<file path="config.mk">
export PLATFORM = sky130hd
export DESIGN_NAME = alu_seg_scan
export DESIGN_NICKNAME = d
export VERILOG_FILES = /design/src/rtl/alu_seg_scan.sv
export SDC_FILE = /design/constraint.sdc
export NUM_CORES = 1
export LEC_CHECK = 0
export BUFFER_PORTS_ARGS = -buffer_cell sky130_fd_sc_hd__buf_2
export CORE_MARGIN = 2
export CORE_UTILIZATION = 60
export DETAILED_ROUTE_END_ITERATION = 6
export MAX_ROUTING_LAYER = met4
export PLACE_DENSITY = 0.82
export SLEW_MARGIN = 20
export SYNTH_ARGS = -nofsm -noshare
export SYNTH_HDL_FRONTEND = slang
export SYNTH_SLANG_ARGS = --single-unit
</file>
<file path="constraint.sdc">
create_clock -name clk -period 4.42 [get_ports clk]
set_clock_uncertainty 0.2 [all_clocks]
set_input_delay 0 -clock clk [delete_from_list [all_inputs] [get_ports clk]]
set_output_delay 0 -clock clk [all_outputs]
set_load 0.05 [all_outputs]
</file>
<file path="src/rtl/alu_seg_scan.sv">
// Registered 2-input ALU whose result is shown as hex digits on a multiplexed
// seven-segment display, with optional leading-zero blanking.
module alu_seg_scan #(
  parameter int WIDTH    = 8,
  parameter int SCAN_DIV = 1000,
  parameter int LZB      = 1
) (
  input  logic                 clk,
  input  logic                 rst_n,
  input  logic [WIDTH-1:0]     A,
  input  logic [WIDTH-1:0]     B,
  input  logic [1:0]           op,
  input  logic                 load,
  input  logic                 en,
  output logic [6:0]           seg,
  output logic [WIDTH/4-1:0]   an,
  output logic                 dp,
  output logic                 zero,
  output logic                 cout
);
  localparam int NDIG = WIDTH / 4;
  localparam int PW   = $clog2(SCAN_DIV);
  localparam int DW   = (NDIG > 1) ? $clog2(NDIG) : 1;

  localparam logic [1:0] OP_ADD = 2'b00;
  localparam logic [1:0] OP_OR  = 2'b01;
  localparam logic [1:0] OP_SUB = 2'b10;
  localparam logic [1:0] OP_XOR = 2'b11;

  function automatic logic [6:0] hex7(input logic [3:0] n);
    case (n)
      4'h0: hex7 = 7'b1111110;
      4'h1: hex7 = 7'b0110000;
      4'h2: hex7 = 7'b1101101;
      4'h3: hex7 = 7'b1111001;
      4'h4: hex7 = 7'b0110011;
      4'h5: hex7 = 7'b1011011;
      4'h6: hex7 = 7'b1011111;
      4'h7: hex7 = 7'b1110000;
      4'h8: hex7 = 7'b1111111;
      4'h9: hex7 = 7'b1111011;
      4'hA: hex7 = 7'b1110111;
      4'hB: hex7 = 7'b0011111;
      4'hC: hex7 = 7'b1001110;
      4'hD: hex7 = 7'b0111101;
      4'hE: hex7 = 7'b1001111;
      default: hex7 = 7'b1000111;
    endcase
  endfunction

  logic [WIDTH-1:0] result_q, result_d;
  logic             cout_q, cout_d;
  logic [PW-1:0]    presc_q, presc_d;
  logic [DW-1:0]    dig_q, dig_d;
  logic [6:0]       seg_q, seg_d;
  logic [NDIG-1:0]  an_q, an_d;
  logic             dp_q, dp_d;
  logic             wrap;

  logic [WIDTH:0]   sum;
  logic [WIDTH-1:0] diff;

  assign sum  = {1'b0, A} + {1'b0, B};
  assign diff = A - B;

  always_comb begin
    result_d = result_q;
    cout_d   = cout_q;
    if (load) begin
      case (op)
        OP_ADD:  begin result_d = sum[WIDTH-1:0]; cout_d = sum[WIDTH]; end
        OP_OR:   begin result_d = A | B;          cout_d = 1'b0;       end
        OP_SUB:  begin result_d = diff;           cout_d = (A < B);    end
        OP_XOR:  begin result_d = A ^ B;          cout_d = 1'b0;       end
        default: begin result_d = result_q;       cout_d = cout_q;     end
      endcase
    end
  end

  // Scan timing is free-running; en only gates what gets driven out.
  assign wrap    = (presc_q == PW'(SCAN_DIV - 1));
  assign presc_d = wrap ? '0 : presc_q + 1'b1;

  always_comb begin
    dig_d = dig_q;
    if (wrap) dig_d = (dig_q == DW'(NDIG - 1)) ? '0 : dig_q + 1'b1;
  end

  logic [NDIG-1:0][6:0] dig_pat;

  for (genvar i = 0; i < NDIG; i++) begin : g_dig
    if (LZB != 0 && i > 0) begin : g_blk
      // Blank only when this nibble and every higher one are zero.
      assign dig_pat[i] = (result_q[WIDTH-1:4*i] == '0) ? 7'd0
                                                         : hex7(result_q[4*i +: 4]);
    end else begin : g_raw
      assign dig_pat[i] = hex7(result_q[4*i +: 4]);
    end
  end

  always_comb begin
    seg_d = '0;
    an_d  = '0;
    dp_d  = 1'b0;
    if (en) begin
      seg_d = dig_pat[dig_q];
      an_d  = NDIG'(1) << dig_q;
      dp_d  = (dig_q == '0) & cout_q;
    end
  end

  always_ff @(posedge clk or negedge rst_n) begin
    if (!rst_n) begin
      result_q <= '0;
      cout_q   <= 1'b0;
      presc_q  <= '0;
      dig_q    <= '0;
      seg_q    <= '0;
      an_q     <= '0;
      dp_q     <= 1'b0;
    end else begin
      result_q <= result_d;
      cout_q   <= cout_d;
      presc_q  <= presc_d;
      dig_q    <= dig_d;
      seg_q    <= seg_d;
      an_q     <= an_d;
      dp_q     <= dp_d;
    end
  end

  assign seg  = seg_q;
  assign an   = an_q;
  assign dp   = dp_q;
  assign cout = cout_q;
  assign zero = (result_q == '0);

endmodule

</file>
# [Word-level counts from Yosys, hierarchy flattened]
# Memory sizes are Yosys's and may differ from the RTL's.
# Index checks and enable logic that the tools add are counted.
# Widths: inputs -> output; s select.
[classes] div_mod_pow=0 n_eq_ne=4 n_mul=0 n_shift=1 n_reduce_logical=4 addsub=4 order_cmp=2 mux=10 bitwise=4
[ops] op="$pmux 8 s4" count=1
[ops] op="$mux 7" count=4
[ops] op="$add 10x1->10 const B" count=1
[ops] op="$eq 10x10->1 const B" count=1
[ops] op="$mux 10" count=1
[ops] op="$add 8x8->9" count=1
[ops] op="$logic_not 8->1" count=1
[ops] op="$lt 8x8->1" count=1
[ops] op="$or 8x8->8" count=1
[ops] op="$sub 8x8->8" count=1
[ops] op="$xor 8x8->8" count=1
[ops] op="$eq 2x2->1 const B" count=2
[ops] op="$logic_not 4->1" count=1
[ops] op="$pmux 1 s3" count=1
[ops] op="$eq 2x1->1 const B" count=1
[ops] op="$logic_not 2->1" count=1
[ops] op="$lt 1x2->1 const B" count=1
[ops] op="$mux 1" count=2
[ops] op="$mux 2" count=1
[ops] op="$reduce_or 2->1" count=1
[ops] op="$shl 1x1->2 const A" count=1
[ops] op="$add 1x1->1 const B" count=1
[ops] op="$and 1x1->1" count=1
[ops] op="$not 1->1" count=1
[word_totals] in_bits=22 out_inout_bits=12 n_memories=2 ramBits=0 latch_bits=0 regBits=30 wordCells=38 rom_bits=224
[memory_table] memory="(name not given)" depth=16 word_bits=7 rd=1 rd_ports_with_merged_regs=0 write_ports=0 line_no="31" source="case (n)"
[memory_table] memory="(name not given)" depth=16 word_bits=7 rd=1 rd_ports_with_merged_regs=0 write_ports=0 line_no="31"

# [Depth between registers and ports, before layout]
[depth] depth_word=5 mapped_depth=8

# [Least setup slack after synthesis]
# No wires, ideal clock.
[synth_timing] path_type="input port to flip-flop" startpoint="input port A[1]" endpoint="register result_q[7]" stages=7 arrival_time_ns=1.502 setup_ns=0.082 path_slack_ns=2.636 path_buffers=0 t_required_ns=4.138 cell_sequence="inv_1 ha_1 nor2_1 o311a_1 o41ai_2 mux2_1 a31oi_1"
[synth_via] elab_chain_cells=2
[synth_lines] item="from (decl)" line_no="10" source="input logic [WIDTH-1:0] A,"
[synth_lines] item="$sub 8x8->8 / $add 8x8->9 (equally long branches)" line_no="64, 63"
[synth_lines] item="$pmux 8 s4 *" line_no="70" source="case (op)"
[synth_lines] item="to (signal assigned)" line_no="122" source="result_q <= result_d;"
[synth_lines] item="to (decl)" line_no="51" source="logic [WIDTH-1:0] result_q, result_d;"
# Every way passes the cells marked *; elsewhere a longest branch is shown, timed or not.
# A chain may end at the register's enable or synchronous reset.

# [Worst setup path in the final report]
[layout_timing] startpoint="input port B[0]" endpoint="register result_q[6]"
[layout_via] elab_chain_cells=2
[layout_lines] item="from (decl)" line_no="11" source="input logic [WIDTH-1:0] B,"
[layout_lines] item="$sub 8x8->8 / $add 8x8->9 (equally long branches)" line_no="64, 63"
[layout_lines] item="$pmux 8 s4 *" line_no="70"
# Marks and branches as above.

==> flow_metrics.py <==
metrics = {
    "global_route": {
        "grt_start_max_net_pins": 31,
        "grt_pass1_vias": 2227,
        "grt_first_pass_wirelength_mm": 9.32,
        "grt_overflow": 0,
        "grt_use_total_pct": 23.4,
        "grt_antenna_before_repair": 0,
    },
    "critical_path": {
        "critPathSlowestCell": "dlygate4sd3_1",
        "rrSetupSlack_ns": 2.54,
        "start_kind": "input pin",
        "reg2reg_from": "result_q[1]$_DFFE_PN0P_",
        "critical-path-top-delay-family": "compound AO/OA/AOI/OAI gates",
        "path_cells": "dlygate4sd3_1 -> buf_2 -> ha_1 -> inv_1 -> fa_1 -> nor2b_1 -> o2111ai_1 -> a21o_1 -> a211oi_1 -> a311o_1",
        "crit_required_ns": 4.43,
        "cp-end-kind": "register",
        "critPathArrivalTime_ns": 2.29,
        "reg2reg_to": "seg[6]$_DFF_PN0_",
        "cp_num_buf_inv": 3,
        "cp.depth": 10,
        "path_class": "input pin to register",
        "crit_fanout": 3,
        "slowest_delay_ns": 0.53,
        "reg2reg_depth": 6,
    },
    "die": {
        "fp.dieH_um": 70.9,
        "dieArea_sq_mm": 0.00503,
        "io_pins": 34,
        "fp.dieW_um": 70.9,
        "core_area_sq_mm": 0.00432,
        "start_util_pct": 62.1,
        "rows": 24,
    },
    "cells_and_area": {
        "antennaDiodeCount": 0,
        "drive_above_1_share_pct": 15.2,
        "final_common_cell": "ha_1",
        "nNetsFinal": 394,
        "fillers": 371,
        "final_cell_mix": "ha_1, inv_1, buf_2, nor2_1, dfrtp_1",
        "areaGrowthSynthToFinish_pct": 10.5,
    },
    "sta": {
        "rsz0062_at_grt": "false",
        "period_minus_slack_ns": 2.27,
        "fin_crit_sh_pct": 51.4,
        "tightest_slew_ns": 0.637,
        "fmax_mhz": 440,
        "drv_slew": 0,
        "relSlewSlack_pct": 57.5,
        "finalHoldViolCount": 0,
        "finalSetupViolCount": 0,
        "setup_tns_ns": 0,
    },
    "hold_path": {
        "min_path_type": "input pin to register",
        "min_to": "result_q[0]$_DFFE_PN0P_",
        "holdCritStartpoint": "A[0]",
        "hold_depth": 5,
    },
    "placement": {
        "dp_hpwl_mm": 4.11,
        "port_buffers": 33,
        "place.gp.congestion": 0.893,
    },
    "routing": {
        "wl_per_cell_um": 13.8,
        "drc": 0,
        "routed-via-count": 2254,
        "ant_nets": 0,
        "drt-total-wl_mm": 5.37,
        "first_pass_iters": 4,
        "drtIter0Drc": 183,
        "avgViaCountPerCell": 5.81,
    },
    "clock_network": {
        "cts.sinks": 30,
        "clockBufferDepth": 2,
        "cts_resized": 0,
        "numCtsBuffers": 5,
        "clkSlewWorstSetupHoldPaths_ns": 0.06,
        "clock_latency_ns": 0.28,
        "cts_root_buf": "clkbuf_8",
        "cts_tree": "done",
        "htree_levels": 2,
    },
    "yosys": {
        "synthCells": 308,
        "avgSynthCellArea_sq_um": 8.72,
        "postSynthRegisterBits": 30,
        "synth_flop_cell": "dfrtp_1",
        "async_reset_ff_share_pct": 100,
        "ys_seq_area_share_pct": 28.0,
        "ys_types": 59,
        "synth.cell_area_sq_mm": 0.00269,
        "synth_nets": 367,
        "synth-edff-count": 0,
        "yosys_warnings": 0,
    },
    "power_and_ir_drop": {
        "leakagePower_nw": 1.45,
        "ir_worst_vdd_mv": 0.124,
        "p_per_area_mw_per_mm2": 289,
        "finalPower_uw": 859,
    },
    "run": {
        "drv_cap": 0,
    },
    "status": {
        "outcome": "finished, final reports clean",
    },
}
==> stage by stage <==
step	cells	worst slack, ns	hold WS [ns]	utilization [%]	instance area [sq um]
3_5_place_dp	376	2.36	-0.137	65.6	2840
4_1_cts	388	2.18	0.0300	68.6	2970
6_report	388	2.15	0.0282	68.6	2970
3_3_place_gp	376	2.45	-0.140	65.6	2840
5_1_grt	388	1.99	0.0578	68.6	2970
2_1_floorplan	308	2.64	-0.496	-	2690
==> cell families (layout without fill, tap and decap cells) <==
| logic type | count (synthesis) | in the layout | share of synthesized area, % |
|---|---|---|---|
| compound gates | 70 | 70 | 19.2 |
| xor+xnor | 10 | 10 | 3.26 |
| fa+ha+maj | 37 | 37 | 17.8 |
| buf+inv | 52 | 80 | 7.83 |
| flops | 30 | 30 | 28.0 |
| mux | 14 | 14 | 6.76 |
| simple gates | 95 | 95 | 17.2 |
==> how the worst max path moves through the flow <==
stage          start  slack, ns                       to
2_1_floorplan   A[1]       2.64  result_q[7]$_DFFE_PN0P_
3_3_place_gp    A[1]       2.45  result_q[7]$_DFFE_PN0P_
3_5_place_dp    A[1]       2.36  result_q[7]$_DFFE_PN0P_
4_1_cts         B[0]       2.18  result_q[6]$_DFFE_PN0P_
5_1_grt         B[0]       1.99  result_q[6]$_DFFE_PN0P_
6_report        B[0]       2.15  result_q[6]$_DFFE_PN0P_
==> sequential cells by signal, summed over array words and instances (netlist names) <==
name	flops
presc_q	10
result_q	8
seg	7
an	2
cout	1
dig_q	1
dp	1
==> Yosys cell counts (all sizes together) (2+ instances only) <==
| master | number | share of area (%) |
|---|---|---|
| inv | 34 | 4.8 |
| o21bai | 2 | 0.56 |
| clkbuf | 10 | 1.4 |
| a211oi | 2 | 0.56 |
| a311oi | 2 | 0.65 |
| nand4b | 2 | 0.65 |
| a31o | 2 | 0.65 |
| a21o | 2 | 0.56 |
| mux2 | 3 | 1.3 |
| mux4 | 3 | 2.5 |
| a311o | 2 | 0.75 |
| nor4b | 3 | 0.98 |
| xor2 | 4 | 1.3 |
| o211ai | 6 | 1.7 |
| nor3 | 4 | 0.75 |
| buf | 7 | 1.5 |
| xnor2 | 6 | 2.0 |
| nand3 | 9 | 1.7 |
| o21a | 4 | 1.1 |
| nor2 | 31 | 4.3 |
| or3 | 2 | 0.47 |
| mux2i | 8 | 3.0 |
| dfrtp | 30 | 28 |
| nor2b | 7 | 1.6 |
| nand3b | 2 | 0.56 |
| fa | 2 | 1.5 |
| ha | 35 | 16 |
| o32ai | 3 | 0.98 |
| nand2 | 24 | 3.4 |
| o21ai | 12 | 2.2 |
| a21boi | 2 | 0.56 |
| o22ai | 2 | 0.47 |
| o41ai | 2 | 1.2 |
| nand2b | 5 | 1.2 |
| a21oi | 13 | 2.4 |
==> where the power goes <==
part / internal (mW) / switching (mW) / total, mW / leakage, nW
clock: 0.125 / 0.0944 / 0.220 / 0.0482
sequential: 0.299 / 0.0307 / 0.330 / 0.371
combinational: 0.123 / 0.187 / 0.310 / 1.04
total: 0.547 / 0.312 / 0.859 / 1.45
==> area by class of cell <==
class,count,area (sq um),area share [%]
tap,52,65.1,2.19
clock inverter,1,5.00,0.169
inverter,35,131,4.43
timing repair buffer,37,205,6.91
multi-input combinational,226,1720,58.1
clock buffer,7,86.3,2.91
sequential,30,751,25.3
==> timing repair <==
item | 4_1_cts | 5_1_grt
setup endpoints to repair | 0 | 0
hold buffers | 4 | 0
setup buffers | 0 | 0
hold endpoints to repair | 41 | 0
==> per-layer routing <==
layer  vias up  GRT usage, %  share of wire, %
li1       1118             -                 -
met1      1041          27.5                43
met2        83          40.1                50
met3        12          4.13               5.5
met4         0          8.60               2.0
met5         -             -                 0
==> worst register-to-register path, delay by kind of cell, from the launching register on <==
| kind | cells | cell delay [ns] |
|---|---|---|
| flip-flops | 1 | 0.42 |
| AO/OA/AOI/OAI | 2 | 0.24 |
| buffers and inverters | 1 | 0.14 |
| AND/OR/NAND/NOR | 2 | 0.54 |
| adder cells (fa/ha/maj) | 1 | 0.23 |
Note: power is estimated with default switching activity, not from simulation.
